## src/rtl/eth_pkg.sv

```systemverilog
// Ethernet framing constants, sideband field positions, FSM encoding and keep helpers
// shared across the MAC TX chain.
package eth_pkg;

    localparam int ETH_HDR_BYTES = 14;
    localparam logic [15:0] ETHERTYPE_IPV4 = 16'h0800;
    localparam logic [15:0] ETHERTYPE_ARP  = 16'h0806;

    localparam int LEN_MSB  = 79;
    localparam int LEN_LSB  = 64;
    localparam int DMAC_MSB = 63;
    localparam int DMAC_LSB = 16;
    localparam int TYPE_MSB = 15;
    localparam int TYPE_LSB = 0;

    typedef enum logic [2:0] {
        ST_IDLE,
        ST_HDR0,
        ST_HDR1,
        ST_PAYLOAD,
        ST_TAIL,
        ST_PAD
    } fsm_state_t;

    function automatic logic [3:0] keep_to_bytes(input logic [7:0] keep);
        logic [3:0] n;
        n = 4'd0;
        for (int i = 0; i < 8; i++) begin
            n = n + {3'b000, keep[i]};
        end
        return n;
    endfunction

    function automatic logic [7:0] bytes_to_keep(input logic [3:0] n);
        logic [7:0] k;
        k = 8'h00;
        for (int i = 0; i < 8; i++) begin
            k[i] = (4'(i) < n);
        end
        return k;
    endfunction

endpackage

```

## src/rtl/mac_tx_framer_if.sv

```systemverilog
// AXI-Stream bundle with a user sideband; master drives the beat, slave drives ready.
interface mac_tx_framer_if #(
    parameter int DATA_W = 64,
    parameter int USER_W = 80
);
    logic [DATA_W-1:0]   data;
    logic [USER_W-1:0]   user;
    logic [DATA_W/8-1:0] keep;
    logic                last;
    logic                valid;
    logic                ready;

    modport master (output data, user, keep, last, valid, input ready);
    modport slave  (input data, user, keep, last, valid, output ready);
endinterface

```

## src/rtl/axis_out_reg.sv

```systemverilog
// Registered AXI-Stream output stage: loads a new beat (or a bubble) whenever the
// held beat is empty or being accepted, so data stays frozen under backpressure.
module axis_out_reg #(
    parameter int DATA_W = 64
) (
    input  logic                i_clk,
    input  logic                i_rst,
    input  logic                i_push,
    input  logic [DATA_W-1:0]   i_data,
    input  logic [DATA_W/8-1:0] i_keep,
    input  logic                i_last,
    input  logic                i_ready,
    output logic                o_can_load,
    output logic                o_valid,
    output logic [DATA_W-1:0]   o_data,
    output logic [DATA_W/8-1:0] o_keep,
    output logic                o_last
);
    logic                r_valid;
    logic                r_last;
    logic [DATA_W-1:0]   r_data;
    logic [DATA_W/8-1:0] r_keep;
    logic                w_can_load;

    assign w_can_load = !r_valid || i_ready;

    always_ff @(posedge i_clk or posedge i_rst) begin
        if (i_rst) begin
            r_valid <= 1'b0;
            r_last  <= 1'b0;
            r_data  <= '0;
            r_keep  <= '0;
        end else if (w_can_load) begin
            r_valid <= i_push;
            if (i_push) begin
                r_data <= i_data;
                r_keep <= i_keep;
                r_last <= i_last;
            end
        end
    end

    assign o_can_load = w_can_load;
    assign o_valid    = r_valid;
    assign o_data     = r_data;
    assign o_keep     = r_keep;
    assign o_last     = r_last;
endmodule

```

## src/rtl/mac_tx_framer.sv

```systemverilog
// Prepends the 14-byte Ethernet header to a payload stream, shifting payload by 6 lanes,
// and zero-pads frames shorter than P_MIN_FRAME bytes (FCS is added downstream).
module mac_tx_framer #(
    parameter int P_MIN_FRAME = 60
) (
    input  logic             i_clk,
    input  logic             i_rst,
    input  logic [47:0]      i_src_mac,
    mac_tx_framer_if.slave   s_axis,
    mac_tx_framer_if.master  m_axis
);
    import eth_pkg::*;

    localparam logic [16:0] LP_MIN = 17'(P_MIN_FRAME);

    fsm_state_t  r_state;
    fsm_state_t  w_state_next;
    logic [79:0] r_user;
    logic [47:0] r_src;
    logic [47:0] r_rem;
    logic [2:0]  r_rem_n;
    logic [15:0] r_cnt;

    logic        w_can_load;
    logic        w_push;
    logic        w_s_ready;
    logic        w_data_end;
    logic        w_out_last;
    logic [3:0]  w_bytes;
    logic [3:0]  w_in_bytes;
    logic [63:0] w_raw;
    logic [63:0] w_out_data;
    logic [7:0]  w_out_keep;
    logic [47:0] w_dmac_le;
    logic [47:0] w_src_le;
    logic [16:0] w_total;
    logic [16:0] w_pad_left;
    logic [16:0] w_cnt_sum;
    logic        w_unused_len;

    // MACs arrive in network order (byte 0 in the MSBs); lane 0 goes first on the wire.
    generate
        for (genvar gi = 0; gi < 6; gi++) begin : g_mac_lanes
            assign w_dmac_le[8*gi +: 8] = r_user[DMAC_MSB - 8*gi -: 8];
            assign w_src_le[8*gi +: 8]  = r_src[47 - 8*gi -: 8];
        end
        for (genvar gi = 0; gi < 8; gi++) begin : g_lane_mask
            assign w_out_data[8*gi +: 8] = (w_bytes > 4'(gi)) ? w_raw[8*gi +: 8] : 8'h00;
        end
    endgenerate

    assign w_in_bytes   = keep_to_bytes(s_axis.keep);
    assign w_total      = {1'b0, r_cnt} + {13'd0, w_bytes};
    assign w_pad_left   = LP_MIN - {1'b0, r_cnt};
    assign w_cnt_sum    = {1'b0, r_cnt} + {13'd0, keep_to_bytes(w_out_keep)};
    assign w_unused_len = ^r_user[LEN_MSB:LEN_LSB];

    always_ff @(posedge i_clk or posedge i_rst) begin
        if (i_rst) begin
            r_state <= ST_IDLE;
        end else begin
            r_state <= w_state_next;
        end
    end

    always_comb begin
        w_state_next = r_state;
        case (r_state)
            ST_IDLE: if (s_axis.valid) w_state_next = ST_HDR0;
            ST_HDR0: if (w_can_load) w_state_next = ST_HDR1;
            ST_HDR1, ST_PAYLOAD: begin
                if (s_axis.valid && w_can_load) begin
                    if (!s_axis.last)    w_state_next = ST_PAYLOAD;
                    else if (!w_data_end) w_state_next = ST_TAIL;
                    else                 w_state_next = w_out_last ? ST_IDLE : ST_PAD;
                end
            end
            ST_TAIL, ST_PAD: if (w_can_load) w_state_next = w_out_last ? ST_IDLE : ST_PAD;
            default: w_state_next = ST_IDLE;
        endcase
    end

    always_comb begin
        w_push     = 1'b0;
        w_s_ready  = 1'b0;
        w_data_end = 1'b0;
        w_raw      = '0;
        w_bytes    = 4'd8;
        case (r_state)
            ST_HDR0: begin
                w_push = 1'b1;
                w_raw  = {w_src_le[15:0], w_dmac_le};
            end
            ST_HDR1, ST_PAYLOAD: begin
                w_push    = s_axis.valid;
                w_s_ready = w_can_load;
                w_raw     = {s_axis.data[15:0],
                             (r_state == ST_HDR1) ?
                                 {r_user[TYPE_LSB +: 8], r_user[TYPE_MSB -: 8], w_src_le[47:16]} :
                                 r_rem};
                if (s_axis.last && w_in_bytes <= 4'd2) begin
                    w_data_end = 1'b1;
                    w_bytes    = 4'd6 + w_in_bytes;
                end
            end
            ST_TAIL: begin
                w_push     = 1'b1;
                w_data_end = 1'b1;
                w_raw      = {16'h0000, r_rem};
                w_bytes    = {1'b0, r_rem_n};
            end
            ST_PAD: begin
                w_push     = 1'b1;
                w_data_end = 1'b1;
                w_bytes    = 4'd0;
            end
            default: ;
        endcase

        // Short frames keep emitting full zero-filled beats until the minimum is reachable.
        w_out_keep = bytes_to_keep(w_bytes);
        w_out_last = 1'b0;
        if (w_data_end) begin
            w_out_last = 1'b1;
            if (w_total < LP_MIN) begin
                if (w_pad_left > 17'd8) begin
                    w_out_keep = 8'hFF;
                    w_out_last = 1'b0;
                end else begin
                    w_out_keep = bytes_to_keep(w_pad_left[3:0]);
                end
            end
        end
    end

    always_ff @(posedge i_clk or posedge i_rst) begin
        if (i_rst) begin
            r_user  <= '0;
            r_src   <= '0;
            r_rem   <= '0;
            r_rem_n <= '0;
            r_cnt   <= '0;
        end else begin
            if (r_state == ST_IDLE && s_axis.valid) begin
                r_user <= s_axis.user;
                r_src  <= i_src_mac;
                r_cnt  <= '0;
            end
            if (w_s_ready && s_axis.valid) begin
                r_rem   <= s_axis.data[63:16];
                r_rem_n <= (w_in_bytes > 4'd2) ? 3'(w_in_bytes - 4'd2) : 3'd0;
            end
            if (w_can_load && w_push) begin
                r_cnt <= w_cnt_sum[16] ? 16'hFFFF : w_cnt_sum[15:0];
            end
        end
    end

    axis_out_reg #(.DATA_W(64)) u_out_reg (
        .i_clk      (i_clk),
        .i_rst      (i_rst),
        .i_push     (w_push),
        .i_data     (w_out_data),
        .i_keep     (w_out_keep),
        .i_last     (w_out_last),
        .i_ready    (m_axis.ready),
        .o_can_load (w_can_load),
        .o_valid    (m_axis.valid),
        .o_data     (m_axis.data),
        .o_keep     (m_axis.keep),
        .o_last     (m_axis.last)
    );

    assign s_axis.ready = w_s_ready;
    assign m_axis.user  = '0;
endmodule

```

## src/flat_wrapper.sv

```systemverilog
// flat-port wrapper written by rule: the top's interface ports become plain ports
module mac_tx_framer_flat import eth_pkg::*;
#(
    parameter int P_MIN_FRAME = 60
)
  (i_clk, i_rst, i_src_mac, s_axis_data, s_axis_user, s_axis_keep, s_axis_last, s_axis_valid, s_axis_ready, m_axis_data, m_axis_user, m_axis_keep, m_axis_last, m_axis_valid, m_axis_ready);
  mac_tx_framer_if #(.DATA_W(64), .USER_W(80)) s_axis_i ();
  mac_tx_framer_if #(.DATA_W(64), .USER_W(1)) m_axis_i ();
  input  logic i_clk;
  input  logic i_rst;
  input  logic [47:0] i_src_mac;
  input wire logic [$bits(s_axis_i.data)-1:0] s_axis_data;
  input wire logic [$bits(s_axis_i.user)-1:0] s_axis_user;
  input wire logic [$bits(s_axis_i.keep)-1:0] s_axis_keep;
  input wire logic [$bits(s_axis_i.last)-1:0] s_axis_last;
  input wire logic [$bits(s_axis_i.valid)-1:0] s_axis_valid;
  output wire logic [$bits(s_axis_i.ready)-1:0] s_axis_ready;
  output wire logic [$bits(m_axis_i.data)-1:0] m_axis_data;
  output wire logic [$bits(m_axis_i.user)-1:0] m_axis_user;
  output wire logic [$bits(m_axis_i.keep)-1:0] m_axis_keep;
  output wire logic [$bits(m_axis_i.last)-1:0] m_axis_last;
  output wire logic [$bits(m_axis_i.valid)-1:0] m_axis_valid;
  input wire logic [$bits(m_axis_i.ready)-1:0] m_axis_ready;
  assign s_axis_i.data = s_axis_data;
  assign s_axis_i.user = s_axis_user;
  assign s_axis_i.keep = s_axis_keep;
  assign s_axis_i.last = s_axis_last;
  assign s_axis_i.valid = s_axis_valid;
  assign s_axis_ready = s_axis_i.ready;
  assign m_axis_data = m_axis_i.data;
  assign m_axis_user = m_axis_i.user;
  assign m_axis_keep = m_axis_i.keep;
  assign m_axis_last = m_axis_i.last;
  assign m_axis_valid = m_axis_i.valid;
  assign m_axis_i.ready = m_axis_ready;
  mac_tx_framer #(.P_MIN_FRAME(P_MIN_FRAME)) u_core (.i_clk(i_clk), .i_rst(i_rst), .i_src_mac(i_src_mac), .s_axis(s_axis_i), .m_axis(m_axis_i));
endmodule
```

## config.mk

```make
export PLATFORM = sky130hd
export DESIGN_NAME = mac_tx_framer_flat
export DESIGN_NICKNAME = d
export VERILOG_FILES = /design/src/rtl/eth_pkg.sv /design/src/rtl/mac_tx_framer_if.sv /design/src/rtl/axis_out_reg.sv /design/src/rtl/mac_tx_framer.sv /design/src/flat_wrapper.sv
export SDC_FILE = /design/constraint.sdc
export NUM_CORES = 1
export LEC_CHECK = 0
export BUFFER_PORTS_ARGS = -buffer_cell sky130_fd_sc_hd__buf_4
export CAP_MARGIN = 10
export CORE_MARGIN = 2
export CORE_UTILIZATION = 45
export DETAILED_ROUTE_END_ITERATION = 8
export PLACE_DENSITY = 0.79
export SYNTH_ARGS = -nofsm -noshare
export SYNTH_HDL_FRONTEND = slang
export SYNTH_SLANG_ARGS = --single-unit
```

## constraint.sdc

```tcl
create_clock -name i_clk -period 12.3 [get_ports i_clk]
set_input_delay 3.075 -clock i_clk [delete_from_list [all_inputs] [get_ports i_clk]]
set_output_delay 3.075 -clock i_clk [all_outputs]
set_load 0.02 [all_outputs]
```

After elaboration in Yosys (flattened, before gate mapping)
Index checks and enable logic that the tools add are counted.
- output and inout port bits: 76
- logic and storage cells: 114
- register bits after elaboration: 256
- magnitude comparators: 28
- reduce and logical (&&, ||, !) cells: 14
- multiplexer cells: 34
- $add $sub $neg: 19
- equal/unequal tests: 9
- operators with widths (cell ; number):
    $pmux 64 s3 ; 1
    $mux 8 ; 11
    $add 4x1->4 ; 12
    $mux 16 ; 3
    $mux 48 ; 1
    $add 16x4->17 ; 2
    $lt 3x4->1 const A ; 8
    $mux 3 ; 8
    $gt 17x4->1 const B ; 1
    $lt 17x6->1 const B ; 1
    $sub 6x16->17 const A ; 1
    $gt 4x3->1 const B ; 4
    $lt 1x4->1 const A ; 4
    $lt 2x4->1 const A ; 4
    $gt 4x2->1 const B ; 3
    $pmux 3 s4 ; 1
    $pmux 4 s3 ; 1
    $gt 4x1->1 const B ; 2
    $eq 3x2->1 const B ; 2
    $eq 3x3->1 const B ; 2
    $ne 2x1->1 const B ; 3
    $logic_and 1x1->1 ; 5
    $mux 1 ; 5
    $add 1x1->2 ; 2
    15 further kinds ; 17

Longest topological paths before layout
Gate-level depths: netlist (run 1).
- word-level depth: 25
- gate-level depth with buffers: 41
- mapped depth without buffers: 40

By module
From an unflattened synthesis (run 1), not the netlist that was laid out.
- cells, all modules: 1135
- area total of the unflattened synthesis: 13399.1 µm²
- modules (own cells, without submodules) (module ; area each (µm²) ; times used ; sequential area each (µm²) ; cells each):
    mac_tx_framer ; 10348.7 ; 1 ; 4554.4 ; 977
    axis_out_reg ; 3050.4 ; 1 ; 1851.8 ; 158

Worst setup path after synthesis (run 1)
Ideal clock, no wire load.
- kind: input to register
- start point: in s_axis_keep[0]
- end point: reg u_core.r_cnt[12]
- library setup time: 0.120 ns
- required time: 12.180 ns
- stages: 39
- slack: 1.030 ns
- arrival: 11.149 ns
- path buffers: 1
- cell sequence: ha_1 > inv_1 > fa_1 > fa_1 > inv_1 > fa_1 > inv_1 > fa_1 > xor2_1 > nand4_2 > o21ai_1 > inv_1 > ha_1 > nand2_1 > o31ai_4 > inv_1 > a32oi_1 > a21oi_2 > [3 not listed] > ha_1 > inv_1 > fa_1 > fa_1 > inv_1 > fa_1 > inv_1 > fa_1 > fa_1 > inv_1 > a21o_1 > a21oi_1 > nor2_1 > nand3_1 > nor2_1 > and3_1 > nand3_1 > o211a_1
- cells in the longest elaborated chain, start to end: 25
- elaborated cells between the ends (all ways): 36
- classes of those cells: 17 x add/sub; 10 x order compare; 8 x mux; 1 x reduce/logical
- RTL lines (element ; line ; text):
    start, declared ; flat_wrapper.sv:14 ; input wire logic [$bits(s_axis_i.keep)-1:0] s_axis_keep;
    $add 1x1->2 * ; eth_pkg.sv:29 ; n = n + {3'b000, keep[i]};
    $add 4x1->4 * (6 in series) ; eth_pkg.sv:29 ;
    $le 4x2->1 ; mac_tx_framer.sv:101 ; if (s_axis.last && w_in_bytes <= 4'd2) begin
    $logic_and 1x1->1 ; mac_tx_framer.sv:101 ;
    $mux 4 ; mac_tx_framer.sv:101 ;
    $pmux 4 s3 ; mac_tx_framer.sv:89 ; case (r_state)
    $add 16x4->17 ; mac_tx_framer.sv:53 ; assign w_total = {1'b0, r_cnt} + {13'd0, w_bytes};
    $lt 17x6->1 ; mac_tx_framer.sv:125 ; if (w_total < LP_MIN) begin
    $mux 8 ; mac_tx_framer.sv:125 ;
    $mux 8 * ; mac_tx_framer.sv:123 ; if (w_data_end) begin
    named net u_core.u_out_reg.i_keep[0] ; axis_out_reg.sv:10 ; input logic [DATA_W/8-1:0] i_keep,
    $add 1x1->2 * ; eth_pkg.sv:29 ;
    $add 4x1->4 * (6 in series) ; eth_pkg.sv:29 ;
    $add 16x4->17 * ; mac_tx_framer.sv:55 ; assign w_cnt_sum = {1'b0, r_cnt} + {13'd0, keep_to_bytes(w_out_keep)};
    $mux 16 * ; mac_tx_framer.sv:154 ; r_cnt <= w_cnt_sum[16] ? 16'hFFFF : w_cnt_sum[15:0];
    $mux 16 * ; mac_tx_framer.sv:153 ; if (w_can_load && w_push) begin
    end signal, assigned ; mac_tx_framer.sv:154 ;
    end, declared ; mac_tx_framer.sv:22 ; logic [15:0] r_cnt;
Mark *: on every way through the listed nets, which the timed path passes. The rest lies on a longest branch.
A chain may end at the register's enable or synchronous reset.

Worst setup path after layout (run 1)
Same ends and word-level chain as after synthesis.

==> results of run 1 <==
sequential cells by signal, summed over array words and instances (netlist names):
name / cells
u_core.r_cnt: 16
u_core.r_rem: 48
u_core.r_rem_n: 3
u_core.r_src: 48
u_core.r_state: 3
u_core.r_user: 64
u_core.u_out_reg.o_data: 64
u_core.u_out_reg.o_keep: 8
u_core.u_out_reg.o_last: 1
u_core.u_out_reg.o_valid: 1
cell type report:
class                      count  area [µm²]  area share (%)
sequential                   256        6407           42.30
multi-input combinational    943        5211           34.41
timing repair buffer         278        2087           13.78
clock buffer                  42       844.6           5.576
tap                          335       419.2           2.767
inverter                      28       112.6          0.7435
clock inverter                10       58.81          0.3883
antenna                        2       5.005         0.03304
worst reg2reg max path: cells and delay by family, from the launching register on:
family,cells,cell delay (ps)
adder cells (fa/ha/maj),7,2850
AND/OR/NAND/NOR,11,2250
AO/OA/AOI/OAI,7,1530
buffers and inverters,6,950
flip-flops,1,340
cell usage after synthesis, types with 2 or more instances:
| library cell | instances | area, µm² |
|---|---|---|
| nand3_1 | 14 | 70.07 |
| a21oi_2 | 2 | 17.52 |
| nor2b_1 | 11 | 68.82 |
| a211o_1 | 3 | 26.28 |
| a22oi_1 | 65 | 488.0 |
| o2bb2ai_1 | 2 | 17.52 |
| xor2_1 | 5 | 43.79 |
| nor3_1 | 12 | 60.06 |
| nor4_1 | 3 | 18.77 |
| a21oi_1 | 74 | 370.4 |
| nand2b_1 | 7 | 43.79 |
| xnor2_1 | 3 | 26.28 |
| a21o_1 | 5 | 37.54 |
| or3_1 | 3 | 18.77 |
| buf_4 | 3 | 22.52 |
| a22o_1 | 2 | 17.52 |
| o31ai_1 | 32 | 240.2 |
| o21ai_0 | 50 | 250.2 |
| o22ai_1 | 2 | 12.51 |
| fa_1 | 9 | 180.2 |
| a211oi_1 | 6 | 45.04 |
| and2_1 | 6 | 37.54 |
| dfrtp_1 | 256 | 6406 |
| inv_1 | 28 | 105.1 |
| and3_1 | 5 | 31.28 |
| nor2_1 | 78 | 292.8 |
| and2b_1 | 2 | 15.01 |
| nand2_1 | 432 | 1622 |
| o21ai_1 | 4 | 20.02 |
| buf_1 | 7 | 26.28 |
| clkbuf_1 | 72 | 270.3 |
| o21a_1 | 4 | 30.03 |
| a32oi_1 | 2 | 17.52 |
| a31oi_1 | 9 | 56.30 |
| o211ai_1 | 2 | 15.01 |
| mux2i_1 | 5 | 50.05 |
| mux2_2 | 52 | 585.6 |
| ha_1 | 14 | 175.2 |
power by group:
group | switching [W] | total (W) | internal [W]
clock | 0.000339 | 0.000812 | 0.000473
combinational | 0.00105 | 0.00174 | 0.000680
sequential | 0.000230 | 0.00143 | 0.00120
path summary, 6_finish.rpt:
kind,startpoint,endpoint,slack (ps),depth (start not counted)
worst max-delay path,s_axis_keep[0],u_core.r_cnt[12],680,39
worst min-delay path,u_core.r_user[30],u_core.r_user[30],470,2
worst max register to register,u_core.r_state[2],u_core.r_cnt[12],4230,31
worst min register to register,u_core.r_user[30],u_core.r_user[30],470,2
max in group asynchronous,i_rst,u_core.u_out_reg.o_data[0],7270,4
min in group asynchronous,i_rst,u_core.r_user[11],2650,2
per-layer routing:
layer | up-vias | global-route usage (%) | part of all wire [%] | wire length, µm
met1 | 5023 | 30.86 | 40 | 13910
met4 | 0 | 9.112 | 3.6 | 1241
li1 | 4866 | - | - | -
met2 | 366 | 41.60 | 49 | 16950
met3 | 83 | 4.963 | 6.7 | 2318
met5 | - | 0 | 0 | 0
cells by family (layout without fill, tap and decap cells):
family	count (synthesis)	in the layout	share of synthesized area (%)
AND/OR/NAND/NOR	579	579	19.42
buffers and inverters	111	358	3.622
XOR/XNOR	8	8	0.5829
flip-flops	256	256	53.29
AO/OA/AOI/OAI	274	274	14.69
multiplexers	58	58	5.412
other	1	3	0.03119
adder cells (fa/ha/maj)	23	23	2.956
through the flow:
step	cells	util (%)	hold slack [ps]	cell area (µm²)
after floorplan	1310	-	441.7	12020
after global placement	1840	54.48	457.3	14240
after detailed placement	1840	54.48	463.0	14240
after CTS	1892	57.94	477.9	15140
after global routing	1893	57.95	493.1	15140
final	1894	57.96	472.6	15150
==> impl_results.md, run 1 <==
* Routed Antenna Nets at 0
* Final setup viols at 0
* Gr usage total at 24.40%
* Peak VDD IR at 0.1406 mV
* Dpl ws at 262.3 ps
* Layout area overhead at 25.99%
* Largest net degree at the start of global routing at 114
* Routed Wire Length at 34430 µm
* Site row count at 59
* Synth Flop Type: dfrtp_1
* Die height at 167.4 µm
* Crit share post-route at a little over nine tenths
* Power, Total at 0.003973 W
* Syn avg cell area at approximately 9 µm²
* DRT Pass-1 Iters at 9
* Req. time, crit path at 12720 ps
* Highest Clock Rate at 0.08607 GHz
* Family with the most delay on the worst path: adder cells
* Failing checks: DRC
* CTS tree: yes
* Seq/Total Area, Yosys at between 50% and 60%
* Initial Utilization at 46.00%
* Die width at 167.4 µm
* Minimum clock period at about 12000 ps
* Post-route setup TNS at 0 ps
* CP endpoint kind: flop
* Io pins at 281
* Initial antenna violation count at 2
* Total CTS buffers at 28
* Status: complete, but fails checks
* Critical Path AT at between 10000 and 15000 ps
* Share of flip-flops with an asynchronous set or reset at 100.0%
* Drt wl/cell at approximately 18 µm
* H-tree levels at 1
* Vias in the first global route at between 10000 and 15000
* Post-CTS sizing at 0
* IO Port Bufs at 263
* Buffers and inverters on the worst path at 9
* Global-route wire length before repair at roughly 55000 µm
* DR DRC count at 16
* Worst Skew at around 8.8 ps
* DR vias/cell at between 5 and 6
* Max_slew headroom at 22.57%
* Mapped cell area at between 10000 and 15000 µm²
* Leak at 7.470 nW
* Nets@finish at 1763
* Hold Path Class: reg -> reg
* Drt initial violations at 854
* FF+latch count, synth at 256
* Filler Cells Inserted at 2237
* Worst-path fanout max at 8
* Worst-Margin Slew at between 1000 and 1500 ps
* Detailed-route via count at about 10000
* Max-cap viol count at 0
* Clk buf depth at 3
* Hold Vio Cnt, Final at 0
* Clk_lat worst skew at 530 ps
* Synthesized instance count at 1310
* Synth Warn # at 0
* Postcts setup bufs at 0
* Synth cell types at 57
* CP Launch Type: primary input
* Leading cell types in the layout, fill and taps excluded: nand2_1 (431), buf_4 (278), dfrtp_1 (255), nor2_1 (78), a21oi_1 (74)
* Number of clock sinks at 256
* Die Area at 28040 µm²
* Post-synth EDFFs at 0
* GRT overflow at 0
* Core area at 26130 µm²
* Setup WS post-layout at 681.3 ps
* Crit Path Category: in -> reg
* Syn_nets at approximately 1500
* GPL Wtd Cong at 0.8620
* Slowest cell on the critical path: fa_1
* Hold Buf Count CTS at 0
* Most common cell after layout, fill and taps aside: nand2_1
* Clk pin slew, worst setup/hold paths at 60 ps
* RSZ-0062 raised after global routing: no
* Slew Limit Fails at 0
* Hpwl dp at roughly 23000 µm
* Worst stage delay on the critical path at 510 ps
* Share of cells above drive strength 1 at 25.24%
* CTS root buf: clkbuf_16
* Most common cell on crit path: fa_1
* Pwr/cell area at 262.3 nW/µm²
No activity file was read; power rests on OpenSTA's default activity.
==> run 2: changes to the inputs <==
- PLACE_DENSITY: 0.79 -> 0.78
- SYNTH_HIERARCHICAL: default -> 1
==> run 2 against run 1 <==
Effect of this change:
- the run now ends clean
- synthesized cell count is 13% lower
- sequential share of layout area is 4.0 points lower
- register-to-register slack better by 240 ps
- power is 18% higher
- sequential cell count stayed put
- setup slack worse by 280 ps
- global-route usage is 1.5 points lower
- clock power is 10% higher
- die area is 11% higher
- design area is 10% higher
- clock skew is 2.4 ps higher
- combinational power is 34% higher
- critical endpoint is now u_core/r_cnt[4]
- largest cell class is now multi-input combinational cells
- largest power group unchanged
- highest routed layer unchanged
==> impl_results.md, run 2 <==
* Status: finished, final reports clean (was complete, but fails checks)
* Leak at 7.798 nW (was 7.470 nW)
* Synth cell types at 64 (was 57)
* Minimum clock period at 11890 ps (was 11620 ps)
* Pwr/cell area at 281.2 nW/µm² (was 262.3 nW/µm²)
* Io pins at 281 (unchanged)
* Post-layout util at 56.75% (was 57.96%)
* Nets@finish at 1605 (was 1763)
* CTS root buf: clkbuf_16 (unchanged)
* Post-synthesis simple-gate area fraction at 8.404% (was 19.42%)
* Initial Utilization at 45.45% (was 46.00%)
* GRT overflow at 0 (unchanged)
* Routed Antenna Nets at 0 (unchanged)
* Post-route cell area at 16730 µm² (was 15150 µm²)
* DR DRC count at 0 (was 16)
* Total CTS buffers at 28 (unchanged)
* Req. time, crit path at 12730 ps (was 12720 ps)
* FF-to-FF path depth at 27 (was 31)
* Vias in the first global route at 10410 (was 10550)
* Syn_nets at 1363 (was 1538)
* IO Port Bufs at 263 (unchanged)
* Cell with the most instances after synthesis: dfrtp_1 (was nand2_1)
* Worst Hold Launch: u_core/r_state[2] (was u_core.r_user[30])
* GR Util met1 at 28.55% (was 30.86%)
* Multiplexer share of the synthesized area at 26.54% (was 5.412%)
* Postcts setup bufs at 0 (unchanged)
* Synth top cells by count: dfrtp_1 (256), mux2_2 (213), nor2_1 (143), mux2_4 (71), a21oi_1 (65) (was nand2_1 (432), dfrtp_1 (256), nor2_1 (78), a21oi_1 (74), clkbuf_1 (72))
* Share of flip-flops with an asynchronous set or reset at 100.0% (unchanged)
* Clk buf depth at 3 (unchanged)
* Clk_lat worst skew at 550 ps (was 530 ps)
* Site row count at 63 (was 59)
* Seq/Total Area, Yosys at 47.81% (was 53.29%)
* Slowest cell on the critical path: fa_1 (unchanged)
* Compound-cell area share of the yosys netlist at 10.31% (was 14.69%)
* Drt wl/cell at 20.13 µm (was 18.18 µm)
* Detailed-route via count at 10040 (was 10340)
* Hold Path Class: reg -> reg (unchanged)
* CP Launch Type: primary input (unchanged)
* GRT busiest layer: met2 (unchanged)
* Synth Flop Type: dfrtp_1 (unchanged)
* Synth Warn # at 6 (was 0)
* Layout area overhead at 24.87% (was 25.99%)
* Critical Path AT at 12330 ps (was 12040 ps)
* Max_slew headroom at 18.07% (was 22.57%)
* DRT Pass-1 Iters at 5 (was 9)
* Clock share of power at 19.0% (was 20.4%)
* Setup WS post-layout at 406.0 ps (was 681.3 ps)
* Most common cell after layout, fill and taps aside: buf_4 (was nand2_1)
* Share of total power in sequential cells at 31.5% (was 35.9%)
* Hold Buf Count CTS at 0 (unchanged)
* CP endpoint kind: flop (unchanged)
* Post-synth EDFFs at 0 (unchanged)
* Number of clock sinks at 256 (unchanged)
* Global-route wire length before repair at 56410 µm (was 55210 µm)
* Worst-path fanout max at 14 (was 8)
* Internal at 0.002961 W (was 0.002350 W)
* Max-cap viol count at 0 (unchanged)
* Routed Wire Length at 36050 µm (was 34430 µm)
* Initial antenna violation count at 1 (was 2)
* Switch Pwr at 0.001744 W (was 0.001623 W)
* Share of cells above drive strength 1 at 45.96% (was 25.24%)
* Hpwl dp at 23520 µm (was 22990 µm)
* GPL Wtd Cong at 0.9217 (was 0.8620)
* Highest Clock Rate at 0.08408 GHz (was 0.08607 GHz)
* Drt initial violations at 601 (was 854)
* Die width at 176.6 µm (was 167.4 µm)
* Sw frac at 37.06% (was 40.86%)
* Largest net degree at the start of global routing at 138 (was 114)
* Dpl ws at -68.58 ps (was 262.3 ps)
* Crit Path Category: in -> reg (unchanged)
* Yosys top cell by area: dfrtp_1 (unchanged)
* Die height at 176.6 µm (was 167.4 µm)
* Largest family of logic cells by synthesized area: multiplexers (was simple AND/OR/NAND/NOR gates)
* Met3 usage at 5.814% (was 4.963%)
* Synth Area in XOR/XNOR at 0.5229% (was 0.5828%)
* Post-route setup TNS at 0 ps (unchanged)
* Most common cell on crit path: fa_1 (unchanged)
* M2 GR Usage at 38.41% (was 41.60%)
* Synth top area cells: dfrtp_1 (48%), mux2_2 (18%), mux2_4 (8.0%) (was dfrtp_1 (53%), nand2_1 (13%), mux2_2 (4.9%))
* Hold Vio Cnt, Final at 0 (unchanged)
* CTS tree: yes (unchanged)
* Final setup viols at 0 (unchanged)
* Crit share post-route at 96.70% (was 94.46%)
* Die Area at 31170 µm² (was 28040 µm²)
* Clk pin slew, worst setup/hold paths at 60 ps (about the same)
* Post-Place Cell Area at 15720 µm² (was 14240 µm²)
* Slew Limit Fails at 0 (unchanged)
* Peak VDD IR at 0.1345 mV (was 0.1406 mV)
* Synthesized instance count at 1135 (was 1310)
* Core area at 29480 µm² (was 26130 µm²)
* Worst-Margin Slew at 1228 ps (was 1159 ps)
* Synth Area in Adders at 2.652% (was 2.956%)
* Hold path cells at 1 (was 2)
* Worst Skew at 11.20 ps (was 8.837 ps)
* Mapped cell area at 13400 µm² (was 12020 µm²)
* FF+latch count, synth at 256 (unchanged)
* Syn avg cell area at 11.81 µm² (was 9.177 µm²)
* Gr usage total at 22.88% (was 24.40%)
* DR vias/cell at 5.608 (was 5.458)
* Combinational Power Share at 49.5% (was 43.7%)
* Worst stage delay on the critical path at 540 ps (was 510 ps)
* Worst r2r src: u_core/r_state[1] (was u_core.r_state[2])
* Leading cell types in the layout, fill and taps excluded: buf_4 (289), dfrtp_1 (253), mux2_2 (213), nor2_1 (143), mux2_4 (71) (was nand2_1 (431), buf_4 (278), dfrtp_1 (255), nor2_1 (78), a21oi_1 (74))
* Post-CTS sizing at 0 (unchanged)
* Flop2flop setup slack at 4470 ps (was 4230 ps)
* H-tree levels at 1 (unchanged)
* RSZ-0062 raised after global routing: no (unchanged)
* WHS Endpoint: u_core/r_state[1] (was u_core.r_user[30])
* Synth top area share at 47.81% (was 53.29%)
* Reg-to-reg endpoint: u_core/r_cnt[4] (was u_core.r_cnt[12])
## run 2: changes by cell type after synthesis, moves of 12 or more
cell      change
mux2_2      +161
o31ai_1      -26
nor2_1       +65
clkbuf_1     -23
o21ai_0      -27
nand2_1     -401
a22o_1       +12
mux2_4       +70
## run 2: power groups by stage
stage	clock network, W	logic (W)	registers [W]
after floorplan	0	0.00165	0.00152
after global placement	0	0.00224	0.00147
after detailed placement	0	0.00232	0.00149
after CTS	0.000919	0.00233	0.00148
after global routing	0.000954	0.00254	0.00153
final	0.000896	0.00233	0.00148
## run 2: worst max-delay path: cells and delay by family
kind / cells / cell delay (ps)
AO/OA/AOI/OAI: 8 / 1750
AND/OR/NAND/NOR: 10 / 1840
buffers and inverters: 6 / 500
multiplexers: 1 / 310
adder cells (fa/ha/maj): 11 / 4780
## run 2: logic make-up after synthesis
logic type,Yosys count
mux,293
other cells,1
buf+inv,104
fa+ha+maj,23
xor+xnor,8
compound gates,208
flops,256
simple gates,242
## run 2: worst max path at each step
stage,endpoint,depth (start not counted),slack (ps),startpoint
3_3_place_gp,u_core/r_cnt[5],36,170,s_axis_keep[0]
5_1_grt,u_core/r_cnt[13],36,10,s_axis_keep[0]
3_5_place_dp,u_core/r_cnt[5],36,-70,s_axis_keep[0]
6_report,u_core/r_cnt[4],36,410,s_axis_keep[0]
2_1_floorplan,u_core/r_cnt[14],39,40,s_axis_keep[0]
4_1_cts,u_core/r_cnt[9],36,500,s_axis_keep[0]
## run 2: layout make-up
class	count	area, µm²
inverter	26	106.4
antenna	2	5.005
tap	390	488.0
timing repair buffer	290	2190
clock inverter	13	188.9
sequential	256	6410
clock buffer	39	812.0
fill	2426	12750
multi-input combinational	775	6531
## run 2: stage by stage
stage	cells	total power (W)	hold slack, ps
after floorplan	1135	0.003176	474.3
after global placement	1737	0.003710	432.0
after detailed placement	1737	0.003808	442.4
after CTS	1789	0.004731	450.9
after global routing	1790	0.005018	475.6
final	1791	0.004705	450.8
## run 2: routing by layer
metal	vias to the layer above	routed length, µm
met4	0	1226
met5	-	0
met3	70	2888
met2	359	17440
met1	5037	14500
li1	4578	-
